### src/rtl/rom_boot_loader.sv
// Boot loader: parses a framed byte stream (sync, 16-bit word length, LE payload) into RAM writes.
// Optional trailing XOR checksum byte enabled by defining ROM_LOADER_CHECKSUM_EN.
module rom_boot_loader #(
    parameter int unsigned MEM_ADDR_WIDTH = 13,
    parameter logic [7:0]  SYNC_BYTE      = 8'hA5
) (
    input  logic                      clk_i,
    input  logic                      rst_i,
    input  logic [7:0]                rx_data_i,
    input  logic                      rx_valid_i,
    output logic                      rx_ready_o,
    input  logic                      clear_i,
    output logic [MEM_ADDR_WIDTH-1:0] mem_addr_o,
    output logic [31:0]               mem_data_o,
    output logic [3:0]                mem_size_o,
    output logic                      cpu_hold_o,
    output logic                      done_o,
    output logic                      error_o
);

`ifdef ROM_LOADER_CHECKSUM_EN
    typedef enum logic [2:0] {
        StIdle, StLen0, StLen1, StData, StWrite, StChk, StDone, StError
    } state_e;
    localparam state_e StFinal = StChk;
`else
    typedef enum logic [2:0] {
        StIdle, StLen0, StLen1, StData, StWrite, StDone, StError
    } state_e;
    localparam state_e StFinal = StDone;
`endif

    // Largest legal length is exactly the RAM capacity in words.
    localparam logic [32:0] MaxWords = 33'(1) << MEM_ADDR_WIDTH;

    state_e                    state_q, state_d;
    logic [MEM_ADDR_WIDTH-1:0] addr_q, addr_d;
    logic [31:0]               data_q, data_d;
    logic [15:0]               count_q, count_d;
    logic [15:0]               len_q, len_d;
    logic [1:0]                idx_q, idx_d;
    logic [15:0]               len_full;
    logic                      accept;
`ifdef ROM_LOADER_CHECKSUM_EN
    logic [7:0]                csum_q, csum_d;
`endif

    always_comb begin
        rx_ready_o = 1'b0;
        cpu_hold_o = 1'b0;
        unique case (state_q)
            StIdle:                    rx_ready_o = 1'b1;
            StLen0, StLen1, StData:    begin rx_ready_o = 1'b1; cpu_hold_o = 1'b1; end
`ifdef ROM_LOADER_CHECKSUM_EN
            StChk:                     begin rx_ready_o = 1'b1; cpu_hold_o = 1'b1; end
`endif
            StWrite:                   cpu_hold_o = 1'b1;
            default:                   ;
        endcase
    end

    assign accept     = rx_valid_i && rx_ready_o;
    assign len_full   = {rx_data_i, len_q[7:0]};
    assign mem_addr_o = addr_q;
    assign mem_data_o = data_q;
    assign mem_size_o = (state_q == StWrite) ? 4'b1111 : 4'b0000;
    assign done_o     = (state_q == StDone);
    assign error_o    = (state_q == StError);

    always_comb begin
        state_d = state_q;
        addr_d  = addr_q;
        data_d  = data_q;
        count_d = count_q;
        len_d   = len_q;
        idx_d   = idx_q;
`ifdef ROM_LOADER_CHECKSUM_EN
        csum_d  = csum_q;
`endif
        unique case (state_q)
            StIdle: begin
                if (accept && rx_data_i == SYNC_BYTE) state_d = StLen0;
            end
            StLen0: begin
                if (accept) begin
                    len_d[7:0] = rx_data_i;
                    state_d    = StLen1;
                end
            end
            StLen1: begin
                if (accept) begin
                    len_d[15:8] = rx_data_i;
                    addr_d      = '0;
                    idx_d       = 2'd0;
                    count_d     = 16'd0;
`ifdef ROM_LOADER_CHECKSUM_EN
                    csum_d      = 8'd0;
`endif
                    if (33'(len_full) > MaxWords) state_d = StError;
                    else if (len_full == 16'd0)   state_d = StFinal;
                    else                          state_d = StData;
                end
            end
            StData: begin
                if (accept) begin
                    data_d[8*idx_q +: 8] = rx_data_i;
                    idx_d                = idx_q + 2'd1;
`ifdef ROM_LOADER_CHECKSUM_EN
                    csum_d               = csum_q ^ rx_data_i;
`endif
                    if (idx_q == 2'd3) state_d = StWrite;
                end
            end
            StWrite: begin
                addr_d  = addr_q + MEM_ADDR_WIDTH'(1);
                count_d = count_q + 16'd1;
                state_d = (count_q + 16'd1 == len_q) ? StFinal : StData;
            end
`ifdef ROM_LOADER_CHECKSUM_EN
            StChk: begin
                if (accept) state_d = (rx_data_i == csum_q) ? StDone : StError;
            end
`endif
            StDone, StError: begin
                if (clear_i) state_d = StIdle;
            end
            default: state_d = StIdle;
        endcase
    end

    always_ff @(posedge clk_i) begin
        if (rst_i) begin
            state_q <= StIdle;
            addr_q  <= '0;
            data_q  <= '0;
            count_q <= '0;
            len_q   <= '0;
            idx_q   <= '0;
`ifdef ROM_LOADER_CHECKSUM_EN
            csum_q  <= '0;
`endif
        end else begin
            state_q <= state_d;
            addr_q  <= addr_d;
            data_q  <= data_d;
            count_q <= count_d;
            len_q   <= len_d;
            idx_q   <= idx_d;
`ifdef ROM_LOADER_CHECKSUM_EN
            csum_q  <= csum_d;
`endif
        end
    end

endmodule
### config.mk
export PLATFORM = sky130hd
export DESIGN_NAME = rom_boot_loader
export DESIGN_NICKNAME = d
export VERILOG_FILES = /design/src/rtl/rom_boot_loader.sv
export SDC_FILE = /design/constraint.sdc
export NUM_CORES = 1
export LEC_CHECK = 0
export BUFFER_PORTS_ARGS = -buffer_cell sky130_fd_sc_hd__buf_2
export CAP_MARGIN = 5
export CORE_MARGIN = 4
export CORE_UTILIZATION = 60
export CTS_BUF_LIST = sky130_fd_sc_hd__clkbuf_4 sky130_fd_sc_hd__clkbuf_8
export CTS_CLUSTER_SIZE = 8
export DETAILED_ROUTE_END_ITERATION = 7
export GPL_TIMING_DRIVEN = 0
export PLACE_DENSITY = 0.9
export SETUP_SLACK_MARGIN = 0.4
export SYNTH_ARGS = -nofsm -noshare
export SYNTH_HDL_FRONTEND = slang
export SYNTH_SLANG_ARGS = --single-unit
### constraint.sdc
create_clock -name clk_i -period 6.45 [get_ports clk_i]
set_input_delay 1.29 -clock clk_i [delete_from_list [all_inputs] [get_ports clk_i]]
set_output_delay 1.29 -clock clk_i [all_outputs]
set_load 0.02 [all_outputs]
# After elaboration in Yosys (flattened, before gate mapping)
# Cells that the tools add are included.
# totals
out_inout_bits	53
register_bits	82
inputBits	12
# op_classes
n_lt_le_gt_ge	1
n_reduce_logical	15
n_eq_ne	15
mux	21
n_shift	2
n_addsub	4
# op_table
cell	count
$neg A5 Y34	1
$shift A8 B34 Y32 const A	1
$shiftx A8 B34 Y32	1
$bwmux W32	1
$pmux W16 S2	1
$mux W3	9
$pmux W13 S2	1
$pmux W3 S6	1
$add A16 B1 Y16 const B	1
$eq A16 B16 Y1	1
$gt A16 B14 Y1 const B	1
$logic_not A16 Y1	1
$mux W16	1
$add A13 B1 Y13 const B	1
$mux W13	1
$ne A2 B2 Y1 const B	6
$eq A3 B3 Y1 const B	3
$eq A8 B8 Y1 const B	1
$reduce_and A2 Y1	4
$reduce_or A4 Y1	2
$eq A3 B2 Y1 const B	2
$reduce_and A6 Y1	1
$mux W2	2
$mux W4	1
other kinds (10)	13

# Logic depth before layout (Yosys ltp)
# Gate-level depths: netlist of run 1.
# logic_depth
ltp_word	7
ltp_mapped	8

# Worst setup path before layout of run 1
# No wires, ideal clock.
# synth_path
path_kind	in2reg
startpoint	input rx_data_i[0]
endpoint	register state_q[0]
path_buffers	1
path_slack_ns	3.698
t_arrival_ns	2.682
stages	6
cell_sequence	clkbuf_1 -> nor4_1 -> nand4_1 -> a2111o_1 -> a211o_1 -> a21oi_1
# synth_via
elab_chain_cells	4
elab_cells_between_ends	8
classes_between	order compare (1); eq/ne (2); mux (3); reduce/logical (2)
# synth_rtl
item	line	source
start: declaration	9	input logic [7:0] rx_data_i,
$gt A16 B14 Y1 / $eq A8 B8 Y1 (equally long branches)	99, 82	
$mux W3 / $logic_and A1 B1 Y1 (equally long branches)	99, 82	
$mux W3 / $ne A2 B2 Y1 (equally long branches)	--	
$pmux W3 S6 / $reduce_and A6 Y1 (equally long branches)	--	
end signal: assignment	133	state_q <= StIdle;
end signal: assignment	143	state_q <= state_d;
end: declaration	36	state_e state_q, state_d;
# Parallel ways exist; a longest one is shown, timed or not. The select of a mux whose other input is x is not followed.
# A chain may end at the register's enable or synchronous reset.

# Worst setup path in the final report of run 1
# layout_path
startpoint	register state_q[1]
endpoint	output mem_size_o[3]
# layout_via
elab_chain_cells	2
# layout_rtl
item	line	source
$eq A3 B3 Y1	66	assign mem_size_o = (state_q == StWrite) ? 4'b1111 : 4'b0000;
$mux W4	66	
end: declaration	15	output logic [3:0] mem_size_o,
# No other way between the ends.

==> results of run 1 <==
[worst paths after layout]
check,slack [ns],startpoint,endpoint,cells past startpoint
setup / recovery,3.02,state_q[1]$_SDFFE_PP0P_,mem_size_o[3],6
hold / removal,0.46,mem_data_o[10]$_SDFFE_PP0P_,mem_data_o[10]$_SDFFE_PP0P_,2
setup reg to reg,3.77,count_q[0]$_SDFFE_PP0P_,state_q[2]$_SDFFE_PP0P_,8
hold reg to reg,0.46,mem_data_o[10]$_SDFFE_PP0P_,mem_data_o[10]$_SDFFE_PP0P_,2
[kinds of logic (layout without fill, tap and decap cells)]
logic type / after synthesis / count (layout) / share of synthesized area, %
muxes: 2 / 2 / 0.510
AOI/OAI and AO/OA: 119 / 119 / 17.1
DFF: 82 / 82 / 39.4
buffers and inverters: 45 / 120 / 5.10
adders and majority gates: 8 / 8 / 2.40
xor gates and xnor gates: 24 / 24 / 5.04
and+or+nand+nor: 263 / 263 / 30.4
[synthesized netlist by cell type, types with 6 or more instances]
master	instances	share of area, %
a311oi_1	7	1.5
o21ai_0	15	1.8
xor2_1	8	1.7
buf_2	11	1.3
buf_4	8	1.4
a21oi_1	69	8.3
nand4_1	7	1.1
xnor2_1	16	3.4
clkbuf_1	18	1.6
nand3_1	51	6.1
and3_1	6	0.90
nand2_1	101	9.1
nor2_1	41	3.7
dfxtp_1	82	39
ha_1	8	2.4
and2_1	6	0.90
nor4_1	8	1.2
nor3_1	12	1.4
[power breakdown]
| part | switching, mW | total (mW) | leakage (nW) | internal, mW |
|---|---|---|---|---|
| Clock | 0.199 | 0.393 | 0.0999 | 0.194 |
| Combinational | 0.0332 | 0.0461 | 1.03 | 0.0128 |
| Sequential | 0.00245 | 0.510 | 0.660 | 0.508 |
| Total | 0.235 | 0.949 | 1.79 | 0.714 |
[layer usage]
| metal | vias up | track usage, % | wire length (um) |
|---|---|---|---|
| met5 | - | 0 | 0 |
| met4 | 0 | 15.2 | 425 |
| met3 | 45 | 5.63 | 1110 |
| met2 | 227 | 43.3 | 5240 |
| met1 | 1949 | 36.0 | 4740 |
| li1 | 2038 | - | - |
[through the flow]
stage	utilization, %	hold slack (ns)	setup slack (ns)	total power [mW]	area [sq um]
3_3_place_gp	67.6	0.439	3.29	0.567	4560
2_1_floorplan	-	0.448	3.70	0.550	4170
3_5_place_dp	67.6	0.441	3.34	0.567	4560
5_1_grt	70.6	0.473	2.89	0.975	4770
6_report	70.6	0.456	3.02	0.949	4770
4_1_cts	70.6	0.455	3.05	0.951	4770
[cells in the final DEF (no fill, tap or decap), drive strengths merged, types with 2 or more instances in the layout]
cell | Yosys | final
nand3 | 52 | 52
buf | 20 | 79
a211oi | 2 | 2
dfxtp | 82 | 82
a21oi | 69 | 69
nor2b | 5 | 5
xnor2 | 16 | 16
nor4 | 9 | 9
o211ai | 2 | 2
ha | 8 | 8
nor3b | 5 | 5
clkinvlp | 0 | 2
or2 | 2 | 2
inv | 5 | 8
clkbuf | 18 | 28
o21a | 4 | 4
o41ai | 2 | 2
a31oi | 4 | 4
nor2 | 42 | 42
nand2 | 101 | 101
and3 | 9 | 9
and2 | 6 | 6
or3 | 7 | 7
a22oi | 3 | 3
nand4 | 8 | 8
clkinv | 2 | 2
and4 | 2 | 2
a311oi | 7 | 7
xor2 | 8 | 8
nor3 | 12 | 12
o21ai | 15 | 15
[flip-flops by register name, summed over array words and instances, names as in the netlist]
register / flops
count_q: 16
len_q: 16
idx_q: 2
mem_addr_o: 13
state_q: 3
mem_data_o: 32
[area by class of cell]
| type | count | area, sq um | area share, % |
|---|---|---|---|
| buffer | 38 | 186 | 3.91 |
| clock buffer | 10 | 138 | 2.88 |
| clock inverter | 6 | 71.3 | 1.49 |
| inverter | 7 | 26.3 | 0.550 |
| multi-input combinational | 416 | 2310 | 48.5 |
| sequential | 82 | 1640 | 34.4 |
| tap | 80 | 100 | 2.10 |
| timing repair buffer | 59 | 295 | 6.19 |
[worst register-to-register path, cell delays in order (launching register included)]
cell and delay [ns]:
dfxtp_1 0.46, ha_1 0.30, nand3_1 0.24, nor4_1 0.59, xnor2_1 0.19, nand3_1 0.10
a2111oi_2 0.37, a31oi_1 0.16, a211oi_2 0.20
==> flow_summary.ini, run 1 <==
[logic_synthesis]
synth_ff_type = dfxtp_1
synth.distinct_cells = 56
yosysSeqAreaShare_pct = 39.4
syn_area_per_cell_sq_um = 7.68
synth_cells = 543
async_flop_share_pct = 0
yosys_register_bits = 82
synth_fp_nets = 563
synth_edf_count = 0
synthesis.area_sq_mm = 0.00417
ys_warn_count = 0

[timing]
rsz0062_at_grt = no
fin_crit_ns = 3.43
worst_pin_slew_ns = 0.935
setup_viol_count_final = 0
slew_headroom_pct = 37.5
final_hold_viol_count = 0
finClkSkew_ns = 0.0114
fin_setup_tns_ns = 0
slew_violations = 0
clock.fmax_mhz = 291
fin_crit_sh_pct = 53.2

[global_routing]
grt_pass1_wl_mm = 19.0
grt_max_degree = 16
grt_pass1_vias = 4109
antenna_found_initial = 0
grtUsageTotal_pct = 27.8
gr-total-overflow = 0

[clock_network]
insertion_delay_ns = 0.36
ctsHtreeMaxLevel = 3
cts.sinks = 82
cts_buffers = 9
clk_pin_slew_ns = 0.09
cts-resized-gates = 0
cts_hold_buf = 0
post_cts_buffers = 0
cts-root-buf = clkbuf_8
clockBufferDepth = 2
cts_tree = done

[flow_run]
cap_violations = 0

[critical_path]
cp_top_family = buffers and inverters
worstPathMaxFanout = 13
criticalPathCategory = reg -> out
cp_common_cell = buf_4
cp_num_buf_inv = 4
critPathCaptureType = output pin
crit_required_ns = 5.16
path_cells = nor2_1, nand2_1, clkinv_1, buf_4, buf_4, buf_2
cp-start-kind = flop
cp.arrival_ns = 2.14
cpPeakStageDelay_ns = 0.48
slowest_stage = dfxtp_1

[route]
antenna_left = 0
remaining_drc_errors = 0
viasPerCell = 6.10
vias = 4259
routed_wl_mm = 11.5
first_pass_iters = 5
drt_iter0_markers = 316
post_drt_wl_per_cell_um = 16.5

[floorplan]
dieWidth_um = 91.4
die_area_sq_mm = 0.00835
initial_utilization_pct = 61.7
die_h_um = 91.4
rows = 30
core_sq_mm = 0.00676
io_pins = 65

[final_layout]
fillers = 526
diodes = 0
syn2layout_area_growth_pct = 14.5
layout.nets = 633
stdcell_count = 698
drive_gt1_share_pct = 17.5

[place]
dpl.cell_count = 682
place_congestion = 0.938
numPortBuffers = 59
dp_hpwl_mm = 7.99

[pwr]
power_density_mw_per_mm2 = 199
ir_drop_mv = 0.135
p_leak_nw = 1.79

[min_path]
hold_class = reg -> reg

[status]
outcome = finished clean
(Power assumes the default switching activity.)
==> run 2: changes to the inputs <==
CORE_UTILIZATION = 59   (was 60)
PLACE_DENSITY = 0.89   (was 0.9)
clock period = 3.51 ns   (was 6.45 ns; I/O delays follow)
==> run 2 against run 1 <==
Against the previous run: via count shrank 1.6%; first-iteration DRC count shrank 9.2%; global-route usage shrank 0.33 points; die area grew 1.5%; clock-buffer cell count grew 2; largest cell class unchanged.
==> flow_summary.ini, run 2 (synthesis gave the netlist of run 1 again) <==
[clock_network]
cts-root-buf = clkbuf_8
cts_buffers = 9
cts_hold_buf = 0
post_cts_buffers = 0
cts_tree = done
insertion_delay_ns = 0.36
ctsHtreeMaxLevel = 3
cts.sinks = 82
clk_pin_slew_ns = 0.09
cts-resized-gates = 0
clockBufferDepth = 2

[final_layout]
syn2layout_area_growth_pct = 15.4
layout.nets = 633
final_cell_mix = nand2_1 (101), dfxtp_1 (82), buf_2 (70)
diodes = 0
stdcell_count = 714
final_common_cell = nand2_1
finish.instance_area_sq_mm = 0.00481
largest_reg_flops = 32
drive_gt1_share_pct = 17.5

[timing]
fin_crit_ns = 2.86
slew_violations = 0
clock.fmax_mhz = 350
fin_setup_tns_ns = 0
fin_crit_sh_pct = 81.4
whs_ns = 0.456
finClkSkew_ns = 0.00795
worst_pin_slew_ns = 1.08
setup_viol_count_final = 0
final_hold_viol_count = 0
rsz0062_at_grt = no
slew_headroom_pct = 27.5

[min_path]
hold_class = reg -> reg

[pwr]
combPwrFrac_pct = 4.7
p_sw_uw = 417
p_leak_nw = 1.80
pwr-share-clk_pct = 43.5
p_int_mw = 1.39
seq_power_share_pct = 51.8
ir_drop_mv = 0.207
finalPower_mw = 1.81
switching_share_pct = 23.0
power_density_mw_per_mm2 = 376

[place]
dpl.cell_count = 698
dp_hpwl_mm = 8.11
place_congestion = 0.867
dpl_cell_area_sq_mm = 0.00458
numPortBuffers = 59

[global_routing]
grt_pass1_wl_mm = 18.8
grtUsageTotal_pct = 27.5
grt_pass1_vias = 3886
grt_max_degree = 14
gr-total-overflow = 0
antenna_found_initial = 1

[floorplan]
core_sq_mm = 0.00683
die_area_sq_mm = 0.00848
io_pins = 65
rows = 30
initial_utilization_pct = 61.0
dieWidth_um = 92.1
die_h_um = 92.1

[route]
remaining_drc_errors = 0
viasPerCell = 5.87
post_drt_wl_per_cell_um = 16.2
first_pass_iters = 5
routed_wl_mm = 11.5
vias = 4189
antenna_left = 0
drt_iter0_markers = 287

[status]
outcome = finished clean

[critical_path]
worstPathMaxFanout = 13
critPathCaptureType = output pin
cp-start-kind = flop
cp.arrival_ns = 2.15
regToRegSetupSlack_ns = 0.84
crit_required_ns = 2.81
criticalPathCategory = reg -> out

[flow_run]
cap_violations = 0
-- run 2: changes by cell type in the layout (fill, tap and decap cells not counted), sizes merged --
cell / previous run / this run
inv: 8 / 5
clkbuf: 28 / 30
bufinv: 1 / 2
-- run 2: power groups by stage --
stage | Clock, mW | Sequential, mW | Combinational [mW]
after floorplan | 0 | 0.958 | 0.0521
after global placement | 0 | 0.959 | 0.0812
after detailed placement | 0 | 0.960 | 0.0824
after CTS | 0.789 | 0.938 | 0.0828
after global routing | 0.830 | 0.939 | 0.0910
final | 0.787 | 0.938 | 0.0846
-- run 2: per-layer routing --
metal / vias up / routed length (um) / track usage [%] / part of all wire [%]
li1: 2052 / - / - / -
met5: - / 12 / 0 / 0.10
met1: 1916 / 4940 / 35.2 / 43
met2: 190 / 5370 / 44.2 / 47
met3: 29 / 943 / 7.14 / 8.2
met4: 2 / 271 / 10.8 / 2.3
-- run 2: worst max-delay path, stage by stage, from the launching register on --
cell	delay [ns]
dfxtp_1	0.48
nor2_1	0.14
nand2_1	0.27
clkinv_1	0.33
buf_4	0.30
buf_4	0.14
buf_2	0.15
-- run 2: area by class of cell --
cell class | count | area, sq um
plain buffers | 38 | 186
repair buffers | 59 | 295
multi-input cells | 416 | 2310
clock inverters | 4 | 75.1
well taps | 96 | 120
inverters | 7 | 26.3
clock buffers | 12 | 153
flip-flops and latches | 82 | 1640
fillers | 580 | 2020
-- run 2: final timing paths --
| kind | start | endpoint | cells after the start |
|---|---|---|---|
| max | state_q[1]$_SDFFE_PP0P_ | mem_size_o[2] | 6 |
| min | mem_data_o[0]$_SDFFE_PP0P_ | mem_data_o[0]$_SDFFE_PP0P_ | 2 |
| max reg2reg | count_q[0]$_SDFFE_PP0P_ | state_q[2]$_SDFFE_PP0P_ | 8 |
| min reg2reg | mem_data_o[0]$_SDFFE_PP0P_ | mem_data_o[0]$_SDFFE_PP0P_ | 2 |
-- run 2: metrics by stage --
| step | util, % | worst slack (ns) |
|---|---|---|
| final | 70.4 | 0.654 |
| after global routing | 70.4 | 0.536 |
| after CTS | 70.4 | 0.672 |
| after detailed placement | 67.1 | 0.893 |
| after global placement | 67.1 | 0.927 |
| after floorplan | - | 1.33 |
==> run 3: changes to the inputs <==
clock period = 3 ns   (was 3.51 ns; I/O delays follow)
==> run 3 against run 2 <==
Against the previous run: worst setup slack lost 0.088 ns; first-iteration DRC count grew 19%; global-route usage grew 0.052 points; design area grew 0.68%; utilization grew 0.48 points; flip-flop and latch count is the same; combinational power grew 18%; critical endpoint is now state_q[1]$_SDFFE_PP0P_; largest cell class unchanged.
==> flow_summary.ini, run 3 (synthesis gave the netlist of run 1 again) <==
[route]
drt_iter0_markers = 342
remaining_drc_errors = 0
viasPerCell = 5.92
vias = 4227
first_pass_iters = 7
post_drt_wl_per_cell_um = 16.2
antenna_left = 0
routed_wl_mm = 11.6

[pwr]
switching_share_pct = 23.0
combPwrFrac_pct = 4.7
power_density_mw_per_mm2 = 437
p_int_mw = 1.63
seq_power_share_pct = 51.9
p_leak_nw = 1.83
pwr-share-clk_pct = 43.4
ir_drop_mv = 0.242
p_sw_uw = 486

[critical_path]
criticalPathCategory = reg -> reg
critPathCaptureType = flop
crit_required_ns = 3.24
reg2reg_to = state_q[1]$_SDFFE_PP0P_
worstPathMaxFanout = 7
regToRegStartpoint = count_q[0]$_SDFFE_PP0P_
reg2reg_depth = 8
cp.arrival_ns = 2.68
cp-start-kind = flop
regToRegSetupSlack_ns = 0.57

[final_layout]
stdcell_count = 714
drive_gt1_share_pct = 18.4
syn2layout_area_growth_pct = 16.2
layout.nets = 633
final_common_cell = nand2_1
diodes = 0
final_cell_mix = nand2_1 (100), dfxtp_1 (82), buf_2 (70)
largest_reg_flops = 32

[min_path]
hp-start = mem_data_o[0]$_SDFFE_PP0P_
hold_class = reg -> reg
whs_path_depth = 2
hold_path_end = mem_data_o[0]$_SDFFE_PP0P_

[timing]
fin_crit_ns = 2.43
worst_pin_slew_ns = 1.09
setup_viol_count_final = 0
fin_crit_sh_pct = 81.1
finClkSkew_ns = 0.00802
slew_headroom_pct = 27.1
slew_violations = 0
rsz0062_at_grt = no
fin_setup_tns_ns = 0
clock.fmax_mhz = 411
final_hold_viol_count = 0
setup_slack_ns = 0.566

[clock_network]
cts.sinks = 82
cts_hold_buf = 0
cts_tree = done
ctsHtreeMaxLevel = 3
clockBufferDepth = 2
cts-root-buf = clkbuf_8
insertion_delay_ns = 0.36
cts_buffers = 9
cts-resized-gates = 2
clk_pin_slew_ns = 0.09
post_cts_buffers = 0

[place]
dpl.cell_count = 698
numPortBuffers = 59
dp_hpwl_mm = 8.11
place_ws_ns = 0.383
place_congestion = 0.867

[floorplan]
die_area_sq_mm = 0.00848
initial_utilization_pct = 61.0
dieWidth_um = 92.1
rows = 30
die_h_um = 92.1
io_pins = 65
core_sq_mm = 0.00683

[global_routing]
grt_pass1_wl_mm = 18.9
antenna_found_initial = 1
gr-total-overflow = 0
grt_pass1_vias = 3904
grtUsageTotal_pct = 27.5
grt_max_degree = 14

[status]
outcome = finished clean

[flow_run]
cap_violations = 0
==> run 3: cell counts in the layout (fill, tap and decap cells not counted) <==
No cell type changed its count.
==> run 3: how the worst max path moves through the flow <==
stage | from | end | slack (ns) | depth (start not counted)
3_3_place_gp | count_q[0]$_SDFFE_PP0P_ | state_q[1]$_SDFFE_PP0P_ | 0.42 | 8
6_report | count_q[0]$_SDFFE_PP0P_ | state_q[1]$_SDFFE_PP0P_ | 0.57 | 8
5_1_grt | count_q[0]$_SDFFE_PP0P_ | state_q[1]$_SDFFE_PP0P_ | 0.44 | 8
4_1_cts | state_q[1]$_SDFFE_PP0P_ | mem_size_o[2] | 0.40 | 6
3_5_place_dp | count_q[0]$_SDFFE_PP0P_ | state_q[1]$_SDFFE_PP0P_ | 0.38 | 8
2_1_floorplan | count_q[0]$_SDFFE_PP0P_ | state_q[2]$_SDFFE_PP0P_ | 0.82 | 8
==> run 3: cell type report <==
cell class | count | area (sq um)
multi-input combinational | 416 | 2350
tap | 96 | 120
clock inverter | 4 | 75.1
inverter | 7 | 27.5
clock buffer | 12 | 153
sequential | 82 | 1640
timing repair buffer | 59 | 295
buffer | 38 | 186
fill | 570 | 1990
==> run 3: layer usage <==
metal / vias to the layer above / routed length (um) / track usage [%]
li1: 2046 / - / -
met5: - / 12 / 0
met1: 1964 / 5000 / 35.4
met4: 2 / 273 / 11.0
met3: 31 / 899 / 7.14
met2: 184 / 5390 / 44.0
==> run 3: critical path: stages, from the launching register on <==
cell and delay [ns]:
dfxtp_1 0.45, ha_1 0.36, nand3_2 0.22, nor4_4 0.32, xnor2_1 0.17, nand3_1 0.12
a2111oi_2 0.36, and3_2 0.25, o32ai_1 0.07
==> run 3: stage by stage <==
step	area, sq um	hold WS, ns	power [mW]	util (%)
global placement	4580	0.438	1.22	67.1
global route	4840	0.470	2.18	70.9
finish	4840	0.455	2.12	70.9
floorplan	4170	0.448	1.18	-
CTS	4820	0.454	2.12	70.5
detailed placement	4580	0.443	1.22	67.1
==> run 3: power groups by stage <==
stage	Combinational, mW	Clock (mW)	Sequential [mW]
floorplan	0.0610	0	1.12
detailed placement	0.0964	0	1.12
global route	0.107	0.971	1.10
global placement	0.0950	0	1.12
CTS	0.0969	0.923	1.10
finish	0.0995	0.919	1.10
